$ cat src/rtl/axi_read_master.sv
// Single-outstanding AXI read master: one core request becomes one INCR AR burst,
// and the R beats are passed straight through to the core with last/error tagging.
module axi_read_master #(
    parameter int          ID_W      = 4,
    parameter int          ADDR_W    = 32,
    parameter int          DATA_W    = 32,
    parameter int          LEN_W     = 4,
    parameter int unsigned MASTER_ID = 0
) (
    input  logic              clk,
    input  logic              ARSTN,
    // core request side
    input  logic              rq_valid,
    output logic              rq_ready,
    input  logic [ADDR_W-1:0] rq_addr,
    input  logic [LEN_W-1:0]  rq_len,
    // core read data side
    output logic              rd_valid,
    input  logic              rd_ready,
    output logic [DATA_W-1:0] rd_data,
    output logic              rd_last,
    output logic              rd_err,
    // AXI AR channel
    output logic [ID_W-1:0]   M_ARID,
    output logic [ADDR_W-1:0] M_ARAddr,
    output logic [LEN_W-1:0]  M_ARLen,
    output logic [2:0]        M_ARSize,
    output logic [1:0]        M_ARBurst,
    output logic              M_ARValid,
    input  logic              M_ARReady,
    // AXI R channel
    input  logic [ID_W-1:0]   M_RID,
    input  logic [DATA_W-1:0] M_RData,
    input  logic [1:0]        M_RResp,
    input  logic              M_RLast,
    input  logic              M_RValid,
    output logic              M_RReady
);

    localparam logic [ID_W-1:0] MID = ID_W'(MASTER_ID);

    typedef enum logic [1:0] {IDLE, RADDR, RDATA} state_e;

    state_e            state_q;
    logic [ADDR_W-1:0] araddr_q;
    logic [LEN_W-1:0]  arlen_q;
    logic [LEN_W-1:0]  cnt_q;

    logic in_data;
    logic cnt_hit;
    logic beat_acc;
    logic beat_final;
    logic unused_addr_lsbs;

    // Addresses are word aligned, so the byte offset bits are dropped.
    assign unused_addr_lsbs = ^rq_addr[1:0];

    assign rq_ready  = (state_q == IDLE);
    assign M_ARValid = (state_q == RADDR);
    assign M_ARAddr  = araddr_q;
    assign M_ARLen   = arlen_q;
    assign M_ARID    = MID;
    assign M_ARSize  = 3'b010;
    assign M_ARBurst = 2'b01;

    assign in_data    = (state_q == RDATA);
    assign M_RReady   = in_data & rd_ready;
    assign rd_valid   = in_data & M_RValid;
    assign rd_data    = in_data ? M_RData : '0;
    assign cnt_hit    = (cnt_q == arlen_q);
    assign beat_acc   = rd_valid & rd_ready;
    assign beat_final = cnt_hit | M_RLast;

    // Tags are shown with the presented beat so the core sees them at its handshake.
    assign rd_last = rd_valid & beat_final;
    assign rd_err  = rd_valid & ((M_RResp != 2'b00) | (M_RID != MID) | (M_RLast != cnt_hit));

    always_ff @(posedge clk or negedge ARSTN) begin
        if (!ARSTN) begin
            state_q  <= IDLE;
            araddr_q <= '0;
            arlen_q  <= '0;
            cnt_q    <= '0;
        end else begin
            case (state_q)
                IDLE: begin
                    if (rq_valid) begin
                        araddr_q <= {rq_addr[ADDR_W-1:2], 2'b00};
                        arlen_q  <= rq_len;
                        cnt_q    <= '0;
                        state_q  <= RADDR;
                    end
                end
                RADDR: begin
                    if (M_ARReady) state_q <= RDATA;
                end
                RDATA: begin
                    // Either an early RLast or the expected count closes the burst,
                    // so the counter stops at ARLen and never wraps.
                    if (beat_acc) begin
                        if (beat_final) state_q <= IDLE;
                        else            cnt_q   <= cnt_q + LEN_W'(1);
                    end
                end
                default: state_q <= IDLE;
            endcase
        end
    end

endmodule

$ cat config.mk
export PLATFORM = sky130hd
export DESIGN_NAME = axi_read_master
export DESIGN_NICKNAME = d
export VERILOG_FILES = /design/src/rtl/axi_read_master.sv
export SDC_FILE = /design/constraint.sdc
export NUM_CORES = 1
export LEC_CHECK = 0
export ABC_CLOCK_PERIOD_IN_PS = 3100
export CORE_ASPECT_RATIO = 1.75
export CORE_MARGIN = 8
export CORE_UTILIZATION = 35
export DETAILED_ROUTE_END_ITERATION = 10
export PLACE_DENSITY = 0.84
export REMOVE_ABC_BUFFERS = 1
export SYNTH_ARGS = -nofsm -noshare
export SYNTH_HDL_FRONTEND = slang
export SYNTH_SLANG_ARGS = --single-unit
export TNS_END_PERCENT = 1
$ cat constraint.sdc
create_clock -name clk -period 3.1 [get_ports clk]
set_clock_uncertainty 0.15 [all_clocks]
set_input_delay 0.62 -clock clk [delete_from_list [all_inputs] [get_ports clk]]
set_output_delay 0.62 -clock clk [all_outputs]
set_load 0.05 [all_outputs]
# Yosys cells after proc, flatten, opt, wreduce, memory -nomap -nowiden
# Index checks and enable logic that the tools add are counted.
# word_totals
reg_bits	40
input_bits	81
out_inout_bits	83
elab_cells	39
# op_classes
n_addsub	1
eq_ne	9
muxes	10
bitwise	8
n_reduce_logical	7
# op_table
op	count
two-way mux 32 bit	1
two-way mux 4 bit	3
two-way mux 2 bit	4
case mux 4 bit (2 select lines)	1
AND reduction 4 bit	2
inequality test 2 x 1 -> 1 bit, second input constant	3
case mux 2 bit (3 select lines)	1
bitwise AND 1 bit	5
adder 4 x 1 -> 4 bit, second input constant	1
== test 4 bit	1
inequality test 2 bit, second input constant	2
nonzero test 2 bit	2
nonzero test 4 bit	1
bitwise OR 1 bit	3
== test 2 x 1 -> 1 bit, second input constant	1
== test 2 bit, second input constant	1
zero test 2 bit	1
AND reduction 2 bit	1
inequality test 1 bit	1

# Depth between registers and ports, before layout
# depth
ltp_word	5
mapped_depth	6
depth_no_buf	6

# Worst setup path after synthesis
# No wires, ideal clock.
# synth_path
kind	register -> output
from	reg arlen_q[2] (netlist: M_ARLen[2])
to	out rd_err
arrival_ns	1.986
required_ns	2.330
slack_ns	0.344
stages_incl_launch_ff	6
n_path_buf	0
cell_sequence	dfrtp_1 -> xnor2_1 -> nand4_1 -> ha_1 -> nor4_1 -> a21oi_1
# synth_via
elab_chain_cells	4
# synth_lines
item	line_no	rtl
start: declaration	46	logic [LEN_W-1:0] arlen_q;
start signal: assignment	89	arlen_q <= rq_len;
== test 4 bit	70	assign cnt_hit = (cnt_q == arlen_q);
inequality test 1 bit	76	assign rd_err = rd_valid & ((M_RResp != 2'b00) | (M_RID != MID) | (M_RLast != cnt_hit));
bitwise OR 1 bit	76	
bitwise AND 1 bit	76	
end: declaration	22	output logic rd_err,
# Every way passes these cells.

# Final worst setup path
# layout_path
from	in M_RLast
to	out rd_err
# layout_via
elab_chain_cells	3
# layout_lines
item	line_no	rtl
start: declaration	35	input logic M_RLast,
inequality test 1 bit	76	
bitwise OR 1 bit	76	
bitwise AND 1 bit	76	
# Every way passes these cells.

==> flow_summary.json <==
{
  "worst_setup_path_start_kind": "primary input",
  "power_density_mw_per_mm2": 1085,
  "critPathCaptureType": "output pin",
  "clock-root-buffer": "clkbuf_8",
  "drv_slew": 0,
  "yosys.area.top_type_share": 0.4706,
  "syn2layout_area_growth_pct": 92.88,
  "pin_count": 164,
  "cts_setup_buffers": 0,
  "tightest_slew_ns": 0.8846,
  "cts_sinks": 40,
  "grt_max_degree": 41,
  "synthTopCellsByArea": "dfrtp_1 47%, mux2_4 20%, and2_1 9.7%",
  "ys_warn_count": 0,
  "vias": 1801,
  "yosysTopAreaCell": "dfrtp_1",
  "synth_edf_count": 0,
  "max_slew_margin": 0.4103,
  "routedWlPerCell_um": 18.50,
  "initial_core_util": 0.3618,
  "rsz0062_at_grt": "false",
  "crit_required_ns": 2.33,
  "hold_class": "primary input to asynchronous set/reset pin",
  "clkLatencyLatePin_ns": 0.29,
  "seq_area_frac_synth": 0.4706,
  "synth_area_per_cell_sq_um": 12.51,
  "period_needed_ns": 2.682,
  "yosys_most_used_dff": "dfrtp_1",
  "clock.fmax_mhz": 372.9,
  "drtIter0Drc": 44,
  "maxCapViolations": 0,
  "holdBufCountCts": 0,
  "ys_ff_latch": 40,
  "crit_type": "primary input to output pin",
  "num_rows": 37,
  "clk_pin_slew_ns": 0.08,
  "num_antenna_cells": 0,
  "dpl.cell_count": 389,
  "async_flop_share": 1.000,
  "cts_resized": 0,
  "outcome": "finished, final reports clean",
  "n_fill_cell": 441,
  "critPathMaxFanout": 1,
  "grt_overflow": 0,
  "seq_area_sq_mm": 0.001001,
  "routed_wirelength_um": 7344,
  "tritoncts": "done",
  "synth_area_sq_mm": 0.002127,
  "mostFrequentLayoutCells": "113 x clkdlybuf4s50_1, 40 x dfrtp_1, 36 x buf_12",
  "cts_htree_levels": 2,
  "drtPass1Iterations": 4,
  "fin_cells": 397,
  "numCtsBuffers": 5,
  "layout-drive-gt1-share": 0.2633,
  "arrival_ns": 1.91,
  "synth.distinct_cells": 29,
  "track_usage": 0.1593,
  "setup-tns-final_ns": 0,
  "grt_pass1_wl_um": 10790,
  "min_period_over_period": 0.8650,
  "final_common_cell": "clkdlybuf4s50_1",
  "die_area_sq_mm": 0.008926,
  "nNetsFinal": 401,
  "power_leakage_uw": 0.001780,
  "multi_input_area_sq_mm": 0.001002,
  "finalSetupViolCount": 0,
  "coreArea_sq_mm": 0.005879,
  "clockBufferDepth": 2,
  "first_global_vias": 2050,
  "fp.dieW_um": 74.93,
  "vdd_drop_max_mv": 0.5660,
  "via_per_inst": 4.537,
  "die_h_um": 119.1,
  "io_buffers": 150,
  "hold_viol": 0,
  "ant_nets": 0,
  "post-route-drc-count": 0,
  "grt_antenna_before_repair": 0,
  "synth_cells": 170,
  "hpwl_um": 6158,
  "place.gp.congestion": 0.7751
}
==> power breakdown <==
part	internal [uW]	leakage [uW]	switching (uW)
Sequential	769	0.000479	171
Combinational	1300	0.00124	1750
Clock	284	0.0000645	178
Total	2350	0.00178	2100
==> kinds of logic after synthesis <==
family / after synthesis / share of synthesized area
compound gates: 8 / 0.02765
xor+xnor: 4 / 0.01647
fa+ha+maj: 2 / 0.01176
buf+inv: 22 / 0.07412
flops: 40 / 0.4706
mux: 36 / 0.2418
other cells: 2 / 0.003531
simple gates: 56 / 0.1541
==> layout make-up <==
cell class / count / area share
timing repair buffer: 151 / 0.4544
tap: 78 / 0.02379
clock inverter: 1 / 0.007319
sequential: 40 / 0.2440
multi-input combinational: 117 / 0.2443
clock buffer: 7 / 0.02348
inverter: 3 / 0.002745
==> state kept, by name, indices dropped and copies added (netlist names) <==
register and flops:
state_q 2, cnt_q 4, M_ARLen 4, M_ARAddr 30
==> worst max-delay path, cell delays in order <==
cell and delay (ns):
clkdlybuf4s50_1 0.46, inv_1 0.04, ha_1 0.28, nor4_1 0.17
a21oi_1 0.16, buf_12 0.18
==> Yosys cell counts, types with 2 or more instances <==
master and number:
a22o_1 2, and2_1 33, buf_4 12, buf_6 4, clkbuf_1 3, conb_1 2, dfrtp_1 40, ha_1 2
inv_1 3, mux2_2 7, mux2_4 29, nand2_1 6, nand3_1 4, nand4_1 2, nor2_1 2, nor2b_1 3
xnor2_1 4
==> routing by layer <==
layer  share of wire  global-route usage  vias to the layer above
li1                -                   -                      836
met1            0.36              0.1575                      834
met2            0.50              0.2842                      124
met3            0.13             0.05798                        7
met4           0.018             0.06049                        0
met5               0                   0                        -
==> final timing paths <==
kind / slack, ns / cells after the start / start / end
max: 0.42 / 6 / M_RLast / rd_err
min: 0.29 / 1 / ARSTN / M_ARAddr[29]$_DFFE_PN0P_
min reg2reg: 0.36 / 1 / M_ARAddr[23]$_DFFE_PN0P_ / M_ARAddr[23]$_DFFE_PN0P_
max in group asynchronous: 1.95 / 1 / ARSTN / M_ARAddr[24]$_DFFE_PN0P_
min in group clk: 0.36 / 1 / M_ARAddr[23]$_DFFE_PN0P_ / M_ARAddr[23]$_DFFE_PN0P_
max reg2reg: 1.09 / 6 / cnt_q[2]$_DFFE_PN0P_ / cnt_q[0]$_DFFE_PN0P_
==> per-stage QoR <==
step / area, sq um / power (uW) / setup WS, ns / hold slack, ns / util
2_1_floorplan: 2014 / 2803 / 0.06013 / 0.1744 / -
3_3_place_gp: 3976 / 3980 / 0.4441 / 0.3405 / 0.6763
3_5_place_dp: 3976 / 4024 / 0.4067 / 0.3427 / 0.6763
4_1_cts: 4103 / 4514 / 0.4016 / 0.3126 / 0.6978
5_1_grt: 4103 / 4633 / 0.3211 / 0.3630 / 0.6978
6_report: 4103 / 4452 / 0.4184 / 0.2859 / 0.6978
Note: power is estimated with default switching activity, not from simulation.
